`config.mk`:
```
export PLATFORM = sky130hd
export DESIGN_NAME = tpu_unit_flat
export DESIGN_NICKNAME = d
export VERILOG_FILES = /design/src/rtl/tpu_unit_if.sv /design/src/rtl/tpu_unit.sv /design/src/flat_wrapper.sv
export SDC_FILE = /design/constraint.sdc
export NUM_CORES = 1
export LEC_CHECK = 0
export ABC_AREA = 1
export ABC_CLOCK_PERIOD_IN_PS = 3300
export CAP_MARGIN = 5
export CORE_MARGIN = 5
export CORE_UTILIZATION = 50
export DETAILED_ROUTE_END_ITERATION = 8
export GPL_TIMING_DRIVEN = 1
export PLACE_DENSITY = 0.74
export SLEW_MARGIN = 20
export SYNTH_ARGS = -nofsm -noshare
export SYNTH_HDL_FRONTEND = slang
export SYNTH_SLANG_ARGS = --single-unit
export TNS_END_PERCENT = 10
```
`constraint.sdc`:
```
create_clock -name sys_clock -period 3.3 [get_ports sys_clock]
set_input_delay 0.33 -clock sys_clock [delete_from_list [all_inputs] [get_ports sys_clock]]
set_output_delay 0.33 -clock sys_clock [all_outputs]
set_load 0.03 [all_outputs]
```
`src/rtl/tpu_unit_if.sv`:
```
// tpu_unit_if: 8-bit register bus between a host and the timer/slot unit
interface tpu_unit_if;
  logic       valid;
  logic [7:0] addr;
  logic [7:0] data_in;
  logic [7:0] data_out;
  modport master (output valid, addr, data_in, input data_out);
  modport slave (input valid, addr, data_in, output data_out);
endinterface

```
`src/rtl/tpu_unit.sv`:
```
// tpu_unit: register-bus interval timer with wrap interrupt and TX/RX slot strobes
module tpu_unit #(
  parameter logic [7:0] BASE_ADDR = 8'h20
) (
  input  logic        sys_clock,
  input  logic        reset,
  tpu_unit_if.slave   bus,
  output logic        g_clk_tx,
  output logic        g_clk_rx,
  output logic        tpu_int,
  output logic [15:0] counter
);
  logic [4:0] ctrl_q, ctrl_d;
  logic [7:0] top0_q, top0_d, top1_q, top1_d, tx_q, tx_d, rx_q, rx_d, off;
  logic [15:0] cnt_q, cnt_d, top;
  logic gtx_q, gtx_d, grx_q, grx_d, hold, wrap, wr_ctrl;
  always_comb begin
    off = bus.addr - BASE_ADDR;
    top = {top1_q, top0_q};
    hold = ctrl_q[0];
    wrap = ~hold & (cnt_q >= top);
    wr_ctrl = bus.valid & (off == 8'd0);
    cnt_d = (hold | wrap) ? 16'h0000 : cnt_q + 16'h0001;
    gtx_d = ctrl_q[1] & ~hold & (cnt_q == {8'h00, tx_q});
    grx_d = ctrl_q[2] & ~hold & (cnt_q == {8'h00, rx_q});
    ctrl_d[3:0] = wr_ctrl ? bus.data_in[3:0] : ctrl_q[3:0];
    // a wrap on the same edge as a write-1-to-clear keeps the flag set
    ctrl_d[4] = wrap | (ctrl_q[4] & ~(wr_ctrl & bus.data_in[4]));
    top0_d = (bus.valid && off == 8'd1) ? bus.data_in : top0_q;
    top1_d = (bus.valid && off == 8'd2) ? bus.data_in : top1_q;
    tx_d = (bus.valid && off == 8'd3) ? bus.data_in : tx_q;
    rx_d = (bus.valid && off == 8'd4) ? bus.data_in : rx_q;
  end
  always_ff @(posedge sys_clock) begin
    if (reset) begin
      ctrl_q <= '0;
      top0_q <= '0;
      top1_q <= '0;
      tx_q <= '0;
      rx_q <= '0;
      cnt_q <= '0;
      gtx_q <= 1'b0;
      grx_q <= 1'b0;
    end else begin
      ctrl_q <= ctrl_d;
      top0_q <= top0_d;
      top1_q <= top1_d;
      tx_q <= tx_d;
      rx_q <= rx_d;
      cnt_q <= cnt_d;
      gtx_q <= gtx_d;
      grx_q <= grx_d;
    end
  end
  assign bus.data_out = (off == 8'd0) ? {3'b000, ctrl_q} :
                        (off == 8'd1) ? top0_q :
                        (off == 8'd2) ? top1_q :
                        (off == 8'd3) ? tx_q :
                        (off == 8'd4) ? rx_q : 8'h00;
  assign g_clk_tx = gtx_q;
  assign g_clk_rx = grx_q;
  assign tpu_int = ctrl_q[4] & ctrl_q[3];
  assign counter = cnt_q;
endmodule

```
`src/flat_wrapper.sv`:
```
// flat-port wrapper written by rule: the top's interface ports become plain ports
module tpu_unit_flat 
#(
  parameter logic [7:0] BASE_ADDR = 8'h20
)
  (sys_clock, reset, g_clk_tx, g_clk_rx, tpu_int, counter, bus_valid, bus_addr, bus_data_in, bus_data_out);
  tpu_unit_if bus_i ();
  input  logic sys_clock;
  input  logic reset;
  output logic g_clk_tx;
  output logic g_clk_rx;
  output logic tpu_int;
  output logic [15:0] counter;
  input wire logic [$bits(bus_i.valid)-1:0] bus_valid;
  input wire logic [$bits(bus_i.addr)-1:0] bus_addr;
  input wire logic [$bits(bus_i.data_in)-1:0] bus_data_in;
  output wire logic [$bits(bus_i.data_out)-1:0] bus_data_out;
  assign bus_i.valid = bus_valid;
  assign bus_i.addr = bus_addr;
  assign bus_i.data_in = bus_data_in;
  assign bus_data_out = bus_i.data_out;
  tpu_unit #(.BASE_ADDR(BASE_ADDR)) u_core (.sys_clock(sys_clock), .reset(reset), .bus(bus_i), .g_clk_tx(g_clk_tx), .g_clk_rx(g_clk_rx), .tpu_int(tpu_int), .counter(counter));
endmodule
```
# Word level (Yosys, flattened, before mapping)
# Cells that the tools add are included.
# totals
input_bits	19
regBits	55
# op_classes
n_reduce_logical	6
order_cmp	1
n_bitwise	13
eq_ne	6
add_sub_neg	2
n_mux	5
# op_table
cell	n
$mux 8	5
$eq 16x8->1	2
$add 16x1->16 const B	1
$eq 8x2->1 const B	2
$ge 16x16->1	1
$and 1x1->1	9
$eq 8x1->1 const B	1
$eq 8x3->1 const B	1
$logic_not 8->1	1
$sub 8x6->8 const B	1
$logic_and 1x1->1	4
$not 1->1	2
$or 1x1->1	2
$reduce_or 2->1	1

# Depth between registers and ports, before layout
# logic_depth
word_depth	7
depth_mapped	13
ltp_nobuf	13

# Least setup slack after synthesis
# OpenSTA, ideal clock, no wires.
# synth_path
path_kind	input to output
start	in bus_addr[5]
end	out bus_data_out[6]
setup_slack_ns	0.975
required_time_ns	2.970
arrival_time_ns	1.995
path_stages	8
path_cell_list	inv_1 ha_1 nand3_1 nor2_4 nand2_1 o21ai_0 nor2_1 o21ai_0
# synth_between
elab_chain_len	7
word_cells_on_any_way	11
# synth_lines
item	line_no	rtl
from (decl)	flat_wrapper.sv:15	input wire logic [$bits(bus_i.addr)-1:0] bus_addr;
$sub 8x6->8 *	tpu_unit.sv:18	off = bus.addr - BASE_ADDR;
$eq 8x3->1	tpu_unit.sv:59	(off == 8'd4) ? rx_q : 8'h00;
$mux 8	tpu_unit.sv:59	
$mux 8	tpu_unit.sv:58	(off == 8'd3) ? tx_q :
$mux 8	tpu_unit.sv:57	(off == 8'd2) ? top1_q :
$mux 8	tpu_unit.sv:56	(off == 8'd1) ? top0_q :
$mux 8 *	tpu_unit.sv:55	assign bus.data_out = (off == 8'd0) ? {3'b000, ctrl_q} :
to (decl)	flat_wrapper.sv:17	output wire logic [$bits(bus_i.data_out)-1:0] bus_data_out;
# Mark *: on every way between the ends. The rest lies on a longest branch, timed or not.

# Worst setup path in the final report
# layout_path
start	in bus_addr[5]
end	out bus_data_out[1]
# The elaborated chain is that of the path after synthesis.

==> results.toml <==
[placed_design]
gp_congestion = 0.871
io_buffer_count = 45
dpl.hpwl_mm = 6.19

[worst_setup_path]
crit_slowest_cell = "clkdlybuf4s50_1"
crit_chain = "clkdlybuf4s50_1 > inv_1 > ha_1 > nand3_1 > nor2_4 > buf_4 > nand3_1 > nand2_1 > nand2_1 > nand2_1 > nand2_1 > nand2_1 > clkdlybuf4s50_1"
worst_ep_required_time_ps = 2970
path_max_fanout = 12
cpPeakStageDelay_ps = 670
criticalPathCategory = "input port to output port"
critPathBufInv = 4
worstSetupEndpointType = "output port"
arrival_ps = 2720
crit_path_frequent_cell = "nand2_1"
crit_path_start_kind = "input port"
reg2reg_slack_ps = 1190
crit_family = "buffers and inverters"

[job]
drv_cap = 0

[final_layout]
multi_input_area_um2 = 1700
fillers = 580
layout-drive-gt1-share_pct = 4.73
seq_area_um2 = 1100
antenna_cells = 0
syn2layout_area_growth_pct = 18.6
final_util_pct = 61.8
nNetsFinal = 522

[timing]
tightest_slew_ps = 817
relSlewSlack_pct = 45.4
clock.fmax_mhz = 328
slew_violations = 0
setup_tns_ps = 0
setup_viol = 0
skew_ps = 16.9
hold_viol_final = 0
period_share_pct = 92.5
rsz0062_at_grt = "false"
period_needed_ps = 3050

[power]
total_power_mw = 1.14
p_leak_nw = 1.41
ir_drop_v = 0.000212
power_density_nw_per_um2 = 308

[drt]
totalWireLength_mm = 7.86
first_pass_iters = 7
via_count = 2995
routed_via_density = 5.34
drc = 0
drt-initial-drc-count = 141
ant_nets = 0
drt-wirelength-per-cell_um = 14.0

[synth]
ys_types = 35
syn-num-nets = 481
synth-main-ff-cell = "dfxtp_1"
avgSynthCellArea_um2 = 7.03
synth_top_cell_by_area = "dfxtp_1"
async_flop_share_pct = 0
yosysTopAreaCellShare_pct = 35.3
yosys_warnings = 0
yosysSeqAreaShare_pct = 35.3
synth_cells = 444
ys_seq_elements = 55
synth-edff-count = 0
syn_area_um2 = 3120
synthTopCellsByArea = "dfxtp_1 (35%), nand2_1 (8.2%), inv_1 (8.1%)"

[floorplanning]
initial_utilization_pct = 52.1
die-width_um = 89.0
num_io_pins = 46
core_um2 = 5990
num_rows = 28
die_area_um2 = 7920
die_h_um = 89.0

[clock_network]
h-tree-depth = 2
cts_tree = "done"
cts_buffers = 5
clock_path_buffers = 2
clkSinkCount = 55
path_clk_slew_ps = 120
post-cts-setup-buffer-count = 0
worst_skew_pair.late_latency_ps = 320
holdBufCountCts = 0
postCtsResizedCells = 0
ctsRootBufferMaster = "clkbuf_8"

[global_routing]
grt_util_all_layers_pct = 21.4
grt_pass1_vias = 2790
antenna_found_initial = 0
grt_overflow_total = 0
grt_pass1_wl_mm = 13.2
grt_max_degree = 35

[status]
status = "finished clean"

[min_path]
hold_class = "flip-flop to flip-flop"
==> placed cells by master, fill, tap and decap left out, types with 2 or more instances in the layout <==
cell type / count
nand2_1: 68
dfxtp_1: 55
inv_1: 67
xnor2_1: 6
nand3_2: 2
nor2_1: 56
clkbuf_8: 5
nor3_1: 9
clkdlybuf4s50_1: 44
ha_1: 18
o21ai_0: 38
inv_6: 2
buf_4: 3
a21oi_1: 43
nor3_4: 2
nand3_1: 26
o22ai_1: 4
xor2_1: 15
nand4_1: 6
==> cell families after synthesis <==
group	synth area share (%)
AO/OA/AOI/OAI	15.4
flip-flops	35.3
adder cells (fa/ha/maj)	7.22
AND/OR/NAND/NOR	25.8
XOR/XNOR	5.90
buffers and inverters	10.3
==> per-layer routing <==
metal | share of wire, % | GRT usage (%) | routed length (µm)
met5 | 0 | 0 | 0
met4 | 2.3 | 7.71 | 183
met3 | 7.3 | 4.06 | 570
met2 | 46 | 35.0 | 3630
met1 | 44 | 28.3 | 3480
==> path summary, 6_finish.rpt <==
path                                     start  cells past startpoint                           end
setup / recovery                   bus_addr[5]                     13               bus_data_out[1]
hold reg to reg    u_core.ctrl_q[4]$_SDFF_PP0_                      2   u_core.ctrl_q[4]$_SDFF_PP0_
setup reg to reg  u_core.counter[3]$_SDFF_PP0_                     10  u_core.counter[1]$_SDFF_PP0_
hold / removal     u_core.ctrl_q[4]$_SDFF_PP0_                      2   u_core.ctrl_q[4]$_SDFF_PP0_
==> cell usage after synthesis (2+ instances only) <==
cell / count
a21oi_1: 43
buf_2: 7
clkbuf_1: 3
clkbuf_2: 2
dfxtp_1: 55
ha_1: 18
inv_1: 67
nand2_1: 68
nand3_1: 26
nand3_2: 2
nand4_1: 6
nor2_1: 56
nor3_1: 9
nor3_4: 2
o21ai_0: 38
o22ai_1: 4
xnor2_1: 6
xor2_1: 15
==> through the flow <==
step	instances	hold WS [ps]	instance area, µm²	setup WS, ps
finish	561	495	3700	248
global route	561	517	3700	71.7
CTS	561	499	3700	238
detailed placement	553	482	3610	255
global placement	553	478	3610	308
floorplan	444	399	3120	975
==> flip-flops by register name (all words and copies together), names as in the netlist <==
register and cells:
u_core.top1_q 8, u_core.ctrl_q 5, u_core.top0_q 8, u_core.g_clk_rx 1
u_core.g_clk_tx 1, u_core.rx_q 8, u_core.tx_q 8, u_core.counter 16
==> cell type report <==
class                   instances  area share [%]
inverters                      68            6.90
flip-flops and latches         55            29.8
well taps                      75            2.54
clock buffers                   5            1.86
clock inverters                 3           0.609
multi-input cells             308            45.8
repair buffers                 47            12.5
==> power by group <==
group / switching, mW / internal [mW]
logic: 0.0426 / 0.0333
clock network: 0.241 / 0.154
registers: 0.00133 / 0.666
total: 0.285 / 0.853
==> worst min-delay path, stage by stage, from the launching register on <==
cell and delay, ps:
dfxtp_1 340, nand3_1 80, nand2_1 50
Note: power is estimated with default switching activity, not from simulation.
